### config.mk
export PLATFORM = sky130hd
export DESIGN_NAME = sm_add_arbiter
export DESIGN_NICKNAME = d
export VERILOG_FILES = /design/src/rtl/sm_add_pkg.sv /design/src/rtl/signed_mag_adder.sv /design/src/rtl/sm_add_arbiter.sv
export SDC_FILE = /design/constraint.sdc
export NUM_CORES = 1
export LEC_CHECK = 0
export ABC_AREA = 1
export BUFFER_PORTS_ARGS = -buffer_cell sky130_fd_sc_hd__buf_2
export CORE_MARGIN = 5
export CORE_UTILIZATION = 53
export DETAILED_ROUTE_END_ITERATION = 6
export PLACE_DENSITY = 0.84
export SLEW_MARGIN = 0
export SYNTH_ARGS = -nofsm -noshare
export SYNTH_HDL_FRONTEND = slang
export SYNTH_SLANG_ARGS = --single-unit
### constraint.sdc
create_clock -name i_clk -period 2.5 [get_ports i_clk]
set_clock_uncertainty 0.1 [all_clocks]
set_input_delay 0.25 -clock i_clk [delete_from_list [all_inputs] [get_ports i_clk]]
set_output_delay 0.25 -clock i_clk [all_outputs]
set_load 0.05 [all_outputs]
### src/rtl/sm_add_pkg.sv
// sm_add_pkg: shared types, widths and helpers for the sign-magnitude adder arbiter.
//   SM_WIDTH  default operand width (sign bit + magnitude)
//   ID_W      width of the requester id tag
//   sm_word_t sign-magnitude word layout at the default width
//   sm_norm   returns the normalised sign bit (a zero magnitude is always +0)
package sm_add_pkg;

    localparam int unsigned SM_WIDTH = 4;
    localparam int unsigned ID_W     = 1;

    typedef struct packed {
        logic                  sign;
        logic [SM_WIDTH-2:0]   mag;
    } sm_word_t;

    // Forces the sign of a zero-magnitude result to positive so -0 never leaves the block.
    function automatic logic sm_norm(input logic sign, input logic mag_zero);
        return sign & ~mag_zero;
    endfunction

endpackage

### src/rtl/signed_mag_adder.sv
// signed_mag_adder: combinational sign-magnitude adder.
//   i_a, i_b    WIDTH  operands, [WIDTH-1]=sign, [WIDTH-2:0]=magnitude
//   o_sum_c     WIDTH  sum, magnitude truncated on carry-out; -0 is not normalised here
//   o_carry_c   1      magnitude carry-out of a same-sign add (0 for opposite signs)
module signed_mag_adder #(
    parameter int unsigned WIDTH = 4
) (
    input  logic [WIDTH-1:0] i_a,
    input  logic [WIDTH-1:0] i_b,
    output logic [WIDTH-1:0] o_sum_c,
    output logic             o_carry_c
);

    localparam int unsigned MAG_W = WIDTH - 1;

    logic             w_sign_a;
    logic             w_sign_b;
    logic [MAG_W-1:0] w_mag_a;
    logic [MAG_W-1:0] w_mag_b;
    logic [MAG_W:0]   w_add;
    logic [MAG_W-1:0] w_sub_ab;
    logic [MAG_W-1:0] w_sub_ba;
    logic             w_a_ge_b;

    assign w_sign_a = i_a[WIDTH-1];
    assign w_sign_b = i_b[WIDTH-1];
    assign w_mag_a  = i_a[MAG_W-1:0];
    assign w_mag_b  = i_b[MAG_W-1:0];
    assign w_add    = {1'b0, w_mag_a} + {1'b0, w_mag_b};
    assign w_sub_ab = w_mag_a - w_mag_b;
    assign w_sub_ba = w_mag_b - w_mag_a;
    assign w_a_ge_b = (w_mag_a >= w_mag_b);

    // Same signs add magnitudes; opposite signs subtract the smaller from the larger.
    always_comb begin
        o_sum_c   = '0;
        o_carry_c = 1'b0;
        if (w_sign_a == w_sign_b) begin
            o_sum_c   = {w_sign_a, w_add[MAG_W-1:0]};
            o_carry_c = w_add[MAG_W];
        end else if (w_a_ge_b) begin
            o_sum_c = {w_sign_a, w_sub_ab};
        end else begin
            o_sum_c = {w_sign_b, w_sub_ba};
        end
    end

endmodule

### src/rtl/sm_add_arbiter.sv
// sm_add_arbiter: two requesters share one sign-magnitude adder through a round-robin
// arbiter; the winner's sum is registered with its id, an overflow flag and -0 removed.
//   i_clk, i_rst_n                          clock, async active-low reset
//   i_reqK_valid / o_reqK_ready (K=0,1)     operand pair handshake
//   i_reqK_a, i_reqK_b                      WIDTH-bit sign-magnitude operands
//   o_valid / i_ready                       result handshake
//   o_sum, o_id, o_ovf                      registered sum, requester id, overflow flag
module sm_add_arbiter
    import sm_add_pkg::*;
#(
    parameter int unsigned WIDTH = SM_WIDTH
) (
    input  logic             i_clk,
    input  logic             i_rst_n,
    input  logic             i_req0_valid,
    output logic             o_req0_ready,
    input  logic [WIDTH-1:0] i_req0_a,
    input  logic [WIDTH-1:0] i_req0_b,
    input  logic             i_req1_valid,
    output logic             o_req1_ready,
    input  logic [WIDTH-1:0] i_req1_a,
    input  logic [WIDTH-1:0] i_req1_b,
    output logic             o_valid,
    input  logic             i_ready,
    output logic [WIDTH-1:0] o_sum,
    output logic             o_id,
    output logic             o_ovf
);

    localparam int unsigned MAG_W = WIDTH - 1;

    logic [1:0]       r_rst_sync;
    logic             w_rst_n;
    logic             r_valid;
    logic [WIDTH-1:0] r_sum;
    logic [ID_W-1:0]  r_id;
    logic             r_ovf;
    logic [ID_W-1:0]  r_rr_ptr;

    logic [ID_W-1:0]  w_grant_id;
    logic             w_sel1;
    logic             w_any_valid;
    logic             w_can_accept;
    logic             w_accept;
    logic [WIDTH-1:0] w_op_a;
    logic [WIDTH-1:0] w_op_b;
    logic [WIDTH-1:0] w_add_sum;
    logic             w_add_carry;
    logic             w_ovf;
    logic [MAG_W-1:0] w_mag;
    logic             w_sign;

    // Reset asserts asynchronously and releases two clocks later, in step with i_clk.
    always_ff @(posedge i_clk or negedge i_rst_n) begin
        if (!i_rst_n) begin
            r_rst_sync <= 2'b00;
        end else begin
            r_rst_sync <= {r_rst_sync[0], 1'b1};
        end
    end

    assign w_rst_n = r_rst_sync[1];

    // Round-robin grant: a lone requester wins, a tie goes to the pointer.
    always_comb begin
        w_grant_id = ID_W'(0);
        if (i_req0_valid && i_req1_valid) begin
            w_grant_id = r_rr_ptr;
        end else if (i_req1_valid) begin
            w_grant_id = ID_W'(1);
        end
    end

    assign w_sel1       = (w_grant_id == ID_W'(1));
    assign w_any_valid  = i_req0_valid | i_req1_valid;
    assign w_can_accept = ~r_valid | i_ready;
    assign w_accept     = w_rst_n & w_can_accept & w_any_valid;
    assign o_req0_ready = w_accept & ~w_sel1;
    assign o_req1_ready = w_accept & w_sel1;

    assign w_op_a = w_sel1 ? i_req1_a : i_req0_a;
    assign w_op_b = w_sel1 ? i_req1_b : i_req0_b;

    signed_mag_adder #(
        .WIDTH (WIDTH)
    ) u_adder (
        .i_a       (w_op_a),
        .i_b       (w_op_b),
        .o_sum_c   (w_add_sum),
        .o_carry_c (w_add_carry)
    );

    // Overflow only exists for same-sign adds; the truncated magnitude is kept.
    assign w_ovf  = (w_op_a[WIDTH-1] == w_op_b[WIDTH-1]) & w_add_carry;
    assign w_mag  = w_add_sum[MAG_W-1:0];
    assign w_sign = sm_norm(w_add_sum[WIDTH-1], (w_mag == '0));

    // Result slot and round-robin pointer; the pointer only moves on an accepted pair.
    always_ff @(posedge i_clk or negedge w_rst_n) begin
        if (!w_rst_n) begin
            r_valid  <= 1'b0;
            r_sum    <= '0;
            r_id     <= '0;
            r_ovf    <= 1'b0;
            r_rr_ptr <= '0;
        end else if (w_accept) begin
            r_valid  <= 1'b1;
            r_sum    <= {w_sign, w_mag};
            r_id     <= w_grant_id;
            r_ovf    <= w_ovf;
            r_rr_ptr <= ~w_grant_id;
        end else if (i_ready) begin
            r_valid  <= 1'b0;
        end
    end

    assign o_valid = r_valid;
    assign o_sum   = r_sum;
    assign o_id    = r_id;
    assign o_ovf   = r_ovf;

endmodule
==> out/metrics.yaml <==
timing:
  hold_ws_ps: 85.2
  finalCritPeriodShare_pct: 95.7
  finalHoldViolations: 0
  clock.fmax_ghz: 0.418
  setup_viol: 0
  min_period_ps: 2390
  tns_ps: 0
  slew_violations: 0
final_layout:
  layout-drive-gt1-share_pct: 38.4
  fin_util_pct: 75.9
  finalNetCount: 191
  layout_commonest_cell: "nand2_1"
  area_delta_synth_final_pct: 33.6
  antenna_cells: 0
  stdcell_count: 175
  layout_common_cells: "nand2_1 (30), buf_2 (29), inv_1 (17)"
placed_design:
  dp_hpwl_um: 1620
  routabilityCongestion: 0.879
  dp_cells: 168
  io_buffers: 29
worst_setup_path:
  crit_chain: "inv_2, nand2_4, nand2_4, buf_4, o21ai_4, inv_1, ha_1, fa_2, xnor2_1, nand2_1, nand2_1, inv_2, nand2_1, nand2_1, o21bai_1, nand2_1"
  path_common_cell: "nand2_1"
  reg2reg_slack_ps: 110
  critPathCaptureType: "flip-flop"
  worstPathArrival_ps: 2440
  worst_path_max_delay_cell: "fa_2"
  crit_fanout: 7
  critical_path.startpoint_type: "flip-flop"
  crit_path_max_incr_delay_ps: 350
  crit_required_ps: 2550
  worstSetupPathType: "reg2reg"
synth:
  syn_nets: 150
  ys_seq_elements: 10
  synth_warnings: 0
  ys.flop_type: "dfrtp_1"
  seq_area_frac_synth_pct: 28.6
  async_flop_share_pct: 100
  synth_cell_types: 24
  synth_edf_count: 0
  avgSynthCellArea_um2: 7.36
  syn_inst: 119
  synth_area_um2: 876
clock_network:
  clock-sinks: 10
  clk_latency_ps: 260
  cts_tree: "done"
  clkTransAtPathRegs_ps: 70
  cts-htree-levels: 1
  cts.path.max_buffers: 2
  clock-root-buffer: "clkbuf_4"
  cts_buffers: 3
global_routing:
  first_global_vias: 841
  antenna_found_initial: 0
  grt_max_degree: 14
  grt_usage_pct: 16.7
  grt_overflow: 0
  grt_pass1_wl_um: 3430
floorplan:
  ios: 30
  floorplan.core_area_um2: 1540
  initial_core_util_pct: 56.8
  dieArea_um2: 2570
  dieWidth_um: 50.7
  die_h_um: 50.7
  rows: 14
power_and_ir_drop:
  p_per_area_nw_per_um2: 667
  leakage_nw: 0.678
  finalPower_uw: 780
  vdd_drop_max_mv: 0.382
hold_path:
  hold_path_class: "in2reg"
detailed_routing:
  wl_per_cell_um: 11.5
  drt.antenna.violating_nets: 0
  firstDrtPassIters: 4
  num_vias: 858
  drc: 0
  vias_per_cell: 4.90
  routed_wl_um: 2020
  drtIter0Drc: 17
run:
  drv_cap: 0
outcome:
  outcome: "finished, final reports clean"
==> timing repair <==
item                                   CTS  global route
gates resized for setup                  0            15
hold buffers                             1             0
setup buffers                            0             2
setup endpoints to repair                0             2
endpoints found under the hold margin    2             0
==> worst max-delay path: cells and delay by family, from the launching register on <==
family	cells	cell delay [ps]
flip-flops	1	340
XOR/XNOR	1	190
buffers and inverters	4	320
adder cells (fa/ha/maj)	2	550
AND/OR/NAND/NOR	7	500
AO/OA/AOI/OAI	2	280
==> cell type report <==
type	instances	area, um2
inverters	21	78.8
well taps	16	20.0
fillers	118	372
repair buffers	38	215
multi-input cells	86	569
clock buffers	4	36.3
flip-flops and latches	10	250
==> where the power goes <==
part           leakage, nW  internal [mW]  switching [mW]  total (mW)
Combinational        0.537          0.144           0.283       0.427
Clock               0.0210         0.0883          0.0544       0.143
Sequential           0.120          0.194          0.0164       0.211
==> cells in the mapped netlist (2+ instances only) <==
master,n,area share (%)
nand2_1,30,13
inv_1,17,7.3
dfrtp_1,10,29
o21ai_0,10,5.7
nand2_2,8,5.7
nand3_1,8,4.6
ha_1,7,10
nor2_1,5,2.1
inv_2,4,1.7
fa_1,3,6.9
a21oi_1,2,1.1
o21ai_1,2,1.1
xnor2_1,2,2.0
==> layer usage <==
layer | part of all wire [%] | track usage (%) | up-vias
li1 | - | - | 444
met1 | 38 | 18.6 | 387
met2 | 55 | 30.2 | 23
met3 | 5.4 | 2.07 | 4
met4 | 0.84 | 8.94 | 0
met5 | 0 | 0 | -
==> state kept, by name (all words and copies together), names as in the netlist <==
name and count:
r_rst_sync 2, o_id 1, o_valid 1, o_ovf 1, o_sum 4, r_rr_ptr 1
==> cells by family after synthesis <==
kind of cell / Yosys count / share of synthesized area [%]
AO/OA/AOI/OAI: 18 / 11.6
XOR/XNOR: 3 / 3.00
adder cells (fa/ha/maj): 10 / 16.9
buffers and inverters: 23 / 10.9
flip-flops: 10 / 28.6
other: 1 / 0.428
AND/OR/NAND/NOR: 54 / 28.7
==> final timing paths <==
kind	from	endpoint	depth (start not counted)
setup / recovery	r_rr_ptr	o_sum[3]	16
hold reg to reg	r_rst_sync[1]	o_sum[0]	1
hold / removal	i_ready	o_valid	2
setup reg to reg	r_rr_ptr	o_sum[3]	16
max in group asynchronous	i_rst_n	r_rst_sync[0]	2
min in group asynchronous	r_rst_sync[1]	o_sum[0]	1
==> through the flow <==
stage | area, um2 | worst slack, ps
6_report | 1170 | 106
5_1_grt | 1170 | -11.5
4_1_cts | 1120 | 58.3
3_5_place_dp | 1070 | 59.4
3_3_place_gp | 1070 | 130
2_1_floorplan | 876 | 29.2
(Power assumes the default switching activity.)
